### config.mk
export PLATFORM = sky130hd
export DESIGN_NAME = range_burst_source
export DESIGN_NICKNAME = d
export VERILOG_FILES = /design/src/rtl/range_burst_source.sv
export SDC_FILE = /design/constraint.sdc
export NUM_CORES = 1
export LEC_CHECK = 0
export ABC_AREA = 1
export CORE_MARGIN = 4
export CORE_UTILIZATION = 35
export CTS_CLUSTER_DIAMETER = 120
export CTS_CLUSTER_SIZE = 20
export DETAILED_ROUTE_END_ITERATION = 16
export GPL_TIMING_DRIVEN = 0
export PLACE_DENSITY = 0.55
export SLEW_MARGIN = 20
export SYNTH_ARGS = -nofsm -noshare
export SYNTH_HDL_FRONTEND = slang
export SYNTH_SLANG_ARGS = --single-unit
export TNS_END_PERCENT = 10
### constraint.sdc
create_clock -name clock -period 2.6 [get_ports clock]
set_input_delay 0.26 -clock clock [delete_from_list [all_inputs] [get_ports clock]]
set_output_delay 0.26 -clock clock [all_outputs]
set_load 0.01 [all_outputs]
### src/rtl/range_burst_source.sv
`default_nettype none
// ============================================================================
// Module   : range_burst_source
// Summary  : Buffers up to DEPTH samples and replays them as one go/finish
//            framed burst into a range-finder sink, then captures its range.
//            Build option RBS_REPLAY_EN keeps the loaded samples for replay.
// Revision : 1.0 - initial release
// ============================================================================
module range_burst_source #(
    parameter int WIDTH = 16,
    parameter int DEPTH = 8
) (
    input  logic                     clock,
    input  logic                     reset_n,
    input  logic                     wr_en,
    input  logic [WIDTH-1:0]         wr_data,
    input  logic                     start,
    output logic [$clog2(DEPTH):0]   count,
    output logic                     busy,
    output logic                     done,
    output logic                     err,
    output logic [WIDTH-1:0]         data_out,
    output logic                     go,
    output logic                     finish,
    input  logic [WIDTH-1:0]         range_in,
    output logic [WIDTH-1:0]         result,
    output logic                     result_valid
);

    localparam int c_AW = $clog2(DEPTH);
    localparam int c_CW = c_AW + 1;

    localparam logic [c_AW-1:0] c_IDX_ONE   = c_AW'(1);
    localparam logic [c_CW-1:0] c_CNT_ONE   = c_CW'(1);
    localparam logic [c_CW-1:0] c_CNT_TWO   = c_CW'(2);
    localparam logic [c_CW-1:0] c_CNT_DEPTH = c_CW'(DEPTH);

    typedef enum logic [1:0] {
        S_IDLE    = 2'd0,
        S_SEND    = 2'd1,
        S_CAPTURE = 2'd2
    } state_t;

    state_t             r_state;
    state_t             w_state_nxt;

    logic [WIDTH-1:0]   r_buf [DEPTH];
    logic [c_CW-1:0]    r_count;
    logic [c_AW-1:0]    r_idx;
    logic [WIDTH-1:0]   r_data_out;
    logic               r_go;
    logic               r_finish;
    logic               r_busy;
    logic               r_done;
    logic               r_err;
    logic [WIDTH-1:0]   r_result;
    logic               r_result_valid;

    logic [c_CW-1:0]    w_count_nxt;
    logic [c_AW-1:0]    w_idx_nxt;
    logic [WIDTH-1:0]   w_data_nxt;
    logic               w_go_nxt;
    logic               w_finish_nxt;
    logic               w_busy_nxt;
    logic               w_done_nxt;
    logic               w_err_nxt;
    logic [WIDTH-1:0]   w_result_nxt;
    logic               w_result_valid_nxt;
    logic               w_buf_we;
    logic               w_full;
    logic               w_last;
    logic               w_penult;

    assign w_full   = (r_count == c_CNT_DEPTH);
    // r_idx is the beat currently on the outputs; last/penultimate decide framing
    assign w_last   = (({1'b0, r_idx} + c_CNT_ONE) == r_count);
    assign w_penult = (({1'b0, r_idx} + c_CNT_TWO) == r_count);

    always_comb begin
        w_state_nxt        = r_state;
        w_count_nxt        = r_count;
        w_idx_nxt          = r_idx;
        w_data_nxt         = '0;
        w_go_nxt           = 1'b0;
        w_finish_nxt       = 1'b0;
        w_busy_nxt         = 1'b0;
        w_done_nxt         = 1'b0;
        w_err_nxt          = r_err;
        w_result_nxt       = r_result;
        w_result_valid_nxt = r_result_valid;
        w_buf_we           = 1'b0;

        case (r_state)
            S_IDLE: begin
                // start has priority; a coincident write is silently dropped
                if (start) begin
                    if (r_count >= c_CNT_TWO) begin
                        w_state_nxt        = S_SEND;
                        w_idx_nxt          = '0;
                        w_data_nxt         = r_buf[0];
                        w_go_nxt           = 1'b1;
                        w_busy_nxt         = 1'b1;
                        w_err_nxt          = 1'b0;
                        w_result_valid_nxt = 1'b0;
                    end else begin
                        w_err_nxt = 1'b1;
                    end
                end else if (wr_en) begin
                    if (w_full) begin
                        w_err_nxt = 1'b1;
                    end else begin
                        w_buf_we    = 1'b1;
                        w_count_nxt = r_count + c_CNT_ONE;
                    end
                end
            end

            S_SEND: begin
                w_busy_nxt = 1'b1;
                if (w_last) begin
                    w_state_nxt = S_CAPTURE;
                end else begin
                    w_idx_nxt    = r_idx + c_IDX_ONE;
                    w_data_nxt   = r_buf[w_idx_nxt];
                    w_finish_nxt = w_penult;
                end
            end

            S_CAPTURE: begin
                w_state_nxt        = S_IDLE;
                w_result_nxt       = range_in;
                w_result_valid_nxt = 1'b1;
                w_done_nxt         = 1'b1;
`ifndef RBS_REPLAY_EN
                w_count_nxt        = '0;
`endif
            end

            default: begin
                w_state_nxt = S_IDLE;
            end
        endcase
    end

    always_ff @(posedge clock or negedge reset_n) begin
        if (!reset_n) begin
            r_state <= S_IDLE;
        end else begin
            r_state <= w_state_nxt;
        end
    end

    always_ff @(posedge clock or negedge reset_n) begin
        if (!reset_n) begin
            r_count        <= '0;
            r_idx          <= '0;
            r_data_out     <= '0;
            r_go           <= 1'b0;
            r_finish       <= 1'b0;
            r_busy         <= 1'b0;
            r_done         <= 1'b0;
            r_err          <= 1'b0;
            r_result       <= '0;
            r_result_valid <= 1'b0;
        end else begin
            r_count        <= w_count_nxt;
            r_idx          <= w_idx_nxt;
            r_data_out     <= w_data_nxt;
            r_go           <= w_go_nxt;
            r_finish       <= w_finish_nxt;
            r_busy         <= w_busy_nxt;
            r_done         <= w_done_nxt;
            r_err          <= w_err_nxt;
            r_result       <= w_result_nxt;
            r_result_valid <= w_result_valid_nxt;
        end
    end

    // Sample storage has no reset; contents are only read below r_count
    always_ff @(posedge clock) begin
        if (w_buf_we) begin
            r_buf[r_count[c_AW-1:0]] <= wr_data;
        end
    end

    assign count        = r_count;
    assign busy         = r_busy;
    assign done         = r_done;
    assign err          = r_err;
    assign data_out     = r_data_out;
    assign go           = r_go;
    assign finish       = r_finish;
    assign result       = r_result;
    assign result_valid = r_result_valid;

endmodule
`default_nettype wire

==> reports/results.md <==
• result of the run: complete, no violations
• sort of element at the end of the critical path: flip-flop
• final wirelength: 18.0 mm
• largest fanout on the critical path: 13
• maximum achievable frequency: 401 MHz
• core region area: 0.0198 mm²
• floorplan die area: 0.0227 mm²
• # setup viols final: 0
• number of vias per cell after detailed routing: 4.90
• maximum number of pins on one net before global-route repair: 48
• clock slew at the register clock pins of the worst setup and hold paths: 0.07 ns
• multiplexer share of the synthesized area: 0%
• Syn Nets: 688
• Worst R2R Setup Slack: 0.11 ns
• syn_area_per_cell: 11.0 µm²
• RSZ-0062 raised after global routing: true
• clock sink count: 175
• start point of the worst hold path: range_in[14]
• share of synthesized cell area in and, or, nand and nor gates: 24.8%
• source of the worst register-to-register timing path: count[0]$_DFFE_PN0P_
• parity-gate share of the synthesized area counting xor and xnor cells: 0.491%
• global-route wire length before repair: 27.7 mm
• number of cells traversed by the worst hold path: 3
• via count of the routed design: 5091
• Max Buffers Root-to-Sink: 2
• post-detailed-route count of antenna-violating nets: 0
• total count of max-transition violations in the final report: 0
• number of violations of the max-capacitance limit: 0
• dominant combinational cell family by area after synthesis: simple AND/OR/NAND/NOR gates
• worst r2r dst: r_buf[6][14]$_DFFE_PP_
• synthesized instance count: 647
• clock tree from TritonCTS: built
• Endpoint, Worst Hold: result[14]$_DFFE_PN0P_
• # IOs: 78
• P_leak: 3.59 nW
• post-detail-place hpwl: 12.1 mm
• Worst Clk Skew: 0.0113 ns
• share of final-layout standard cells stronger than drive strength 1: 13.8%
• Final Instance Count excl. Fillers: 1040
• ANT cells: 0
• Warnings, synthesis: 0
• Slew @ Worst Pin: 0.684 ns
• fill count: 1794
• commonest non-fill, non-tap cell in the layout: sky130_fd_sc_hd__nand2_1
• largest vdd supply drop: 0.407 mV
• first-pass iteration count of the detailed router: 5
• global-route usage over all layers: 16.3%
• clock latency on the worst-skew pair: 0.43 ns
• Congestion Overflow GR: 0
• number of port buffers: 77
• worst-case reg-to-reg path depth: 8
• via count of the first global-routing pass: 5196
• multi-input logic area: 0.00197 mm²
• number of clock buffers inserted by TritonCTS: 17
• cell area after technology mapping: 0.00714 mm²
• Vert. Die Dim: 151 µm
• initial antenna violation count: 0
• worst hold-check path type: input port to flip-flop
• Final Critical Period: 2.49 ns
• startpoint class of the critical path: flip-flop
• cell at the root of the clock tree: sky130_fd_sc_hd__clkbuf_16
• Sequential cell area: 0.00502 mm²
• number of H-tree levels: 4
• relative slew slack: 54.4%
• final critical-path share of the clock period: 95.9%
• pwr/cell area: 634 mW/mm²
• Final Total Pwr: 5.78 mW
• CP arrival: 2.63 ns
• average detailed-routed wire length per instance: 17.3 µm
• endpoints failing hold: 0
• Critical Setup Path Class: flip-flop to flip-flop
• area overhead of the layout relative to synthesis: 27.6%
• post-detailed-route DRC marker count: 0
• horizontal die dimension: 151 µm
• Final Wtd Congestion: 0.790
• Worst EP required: 2.73 ns
• Compound-Gate Fraction of Synth Area: 0.421%
• floorplan row count: 51
• sequential area share after synthesis: 70.3%
• count of routing violations after the opening detailed-route iteration: 477
• number of flip-flops and latches in the synthesized netlist: 175
• net total in the final layout: 803
• Post-Synth Adder-Cell Area: 0.876%
• Cell variety after synth: 29
• starting density of the core: 36.1%
• Cell Count Post-Placement: 1000
• commonest cells after routing, fill and taps aside: 261 x sky130_fd_sc_hd__nand2_1, 128 x sky130_fd_sc_hd__edfxtp_1, 107 x sky130_fd_sc_hd__nand3_1
[cell families after synthesis]
group / after synthesis
flops: 175
simple gates: 410
buf+inv: 49
fa+ha+maj: 5
xor+xnor: 4
compound gates: 4
[worst max-delay path, cell delays in order, from the launching register on]
cell                      delay [ns]
sky130_fd_sc_hd__dfrtp_1        0.45
sky130_fd_sc_hd__inv_1          0.22
sky130_fd_sc_hd__ha_1           0.26
sky130_fd_sc_hd__nand3_1        0.08
sky130_fd_sc_hd__nand2_1        0.09
sky130_fd_sc_hd__nor2_1         0.25
sky130_fd_sc_hd__nand3_2        0.27
sky130_fd_sc_hd__nor3_4         0.36
sky130_fd_sc_hd__buf_8          0.23
[layer usage]
layer | part of all wire, % | vias up | track usage, % | routed length (µm)
li1 | - | 2417 | - | -
met1 | 43 | 2446 | 20.5 | 7770
met2 | 47 | 188 | 26.4 | 8370
met3 | 7.2 | 40 | 4.19 | 1290
met4 | 3.0 | 0 | 8.02 | 533
met5 | 0 | - | 0 | 0
[stage by stage]
step	setup slack (ns)	util (%)	hold WS, ns	area [µm²]	TNS [ns]
global placement	-1.54	41.7	0.453	8250	-118.52
CTS	-0.0727	45.7	0.364	9040	-1.18
global route	-0.0313	46.0	0.378	9110	-0.421
floorplan	-0.177	-	-0.0356	7140	-8.52
detailed placement	-0.145	42.4	0.339	8390	-2.87
finish	0.107	46.0	0.380	9110	0
[state kept, by name (all words and copies together) (netlist names)]
register / flops
busy: 1
result: 16
data_out: 16
err: 1
result_valid: 1
r_state: 2
go: 1
finish: 1
done: 1
count: 4
r_idx: 3
r_buf: 128
[power breakdown]
group	switching (mW)	total (mW)	internal, mW
clock network	1.07	2.68	1.61
registers	0	3.00	3.00
logic	0.0493	0.0969	0.0476
[synthesized netlist by cell type, drive strengths merged]
cell type | count | area share, %
a31oi | 1 | 0.18
buf | 23 | 1.7
clkbuf | 6 | 0.32
clkinv | 2 | 0.12
dfrtp | 47 | 16
edfxtp | 128 | 54
ha | 5 | 0.88
inv | 18 | 0.98
nand2 | 278 | 15
nand3 | 109 | 7.8
nand3b | 1 | 0.11
nand4 | 3 | 0.26
nor2 | 13 | 0.82
nor3 | 6 | 0.49
o211ai | 1 | 0.11
o21ai | 2 | 0.14
xnor2 | 1 | 0.12
xor2 | 3 | 0.37
[worst max-delay path by stage]
stage / startpoint / to / slack, ns / cells after the start
3_5_place_dp: count[1]$_DFFE_PN0P_ / r_buf[1][2]$_DFFE_PP_ / -0.14 / 9
4_1_cts: count[0]$_DFFE_PN0P_ / r_buf[0][7]$_DFFE_PP_ / -0.07 / 8
3_3_place_gp: count[1]$_DFFE_PN0P_ / r_buf[1][10]$_DFFE_PP_ / -1.54 / 7
2_1_floorplan: count[1]$_DFFE_PN0P_ / r_buf[1][0]$_DFFE_PP_ / -0.18 / 7
6_report: count[0]$_DFFE_PN0P_ / r_buf[6][14]$_DFFE_PP_ / 0.11 / 8
5_1_grt: count[0]$_DFFE_PN0P_ / r_buf[6][6]$_DFFE_PP_ / -0.03 / 8
[repair_timing]
action	CTS	global route
pin swaps	1	1
endpoints found under the hold margin	47	0
setup endpoints to repair	33	80
resized for setup	3	5
setup buffers	1	6
cloned	0	0
hold buffers	1	0
[area by class of cell]
type,count,share of cell area (%)
sequential,175,55.1
multi-input combinational,423,21.6
timing repair buffer,96,10.4
clock buffer,19,4.75
tap,265,3.64
clock inverter,13,2.05
buffer,29,1.59
inverter,20,0.865
No activity file was read; power rests on OpenSTA's default activity.
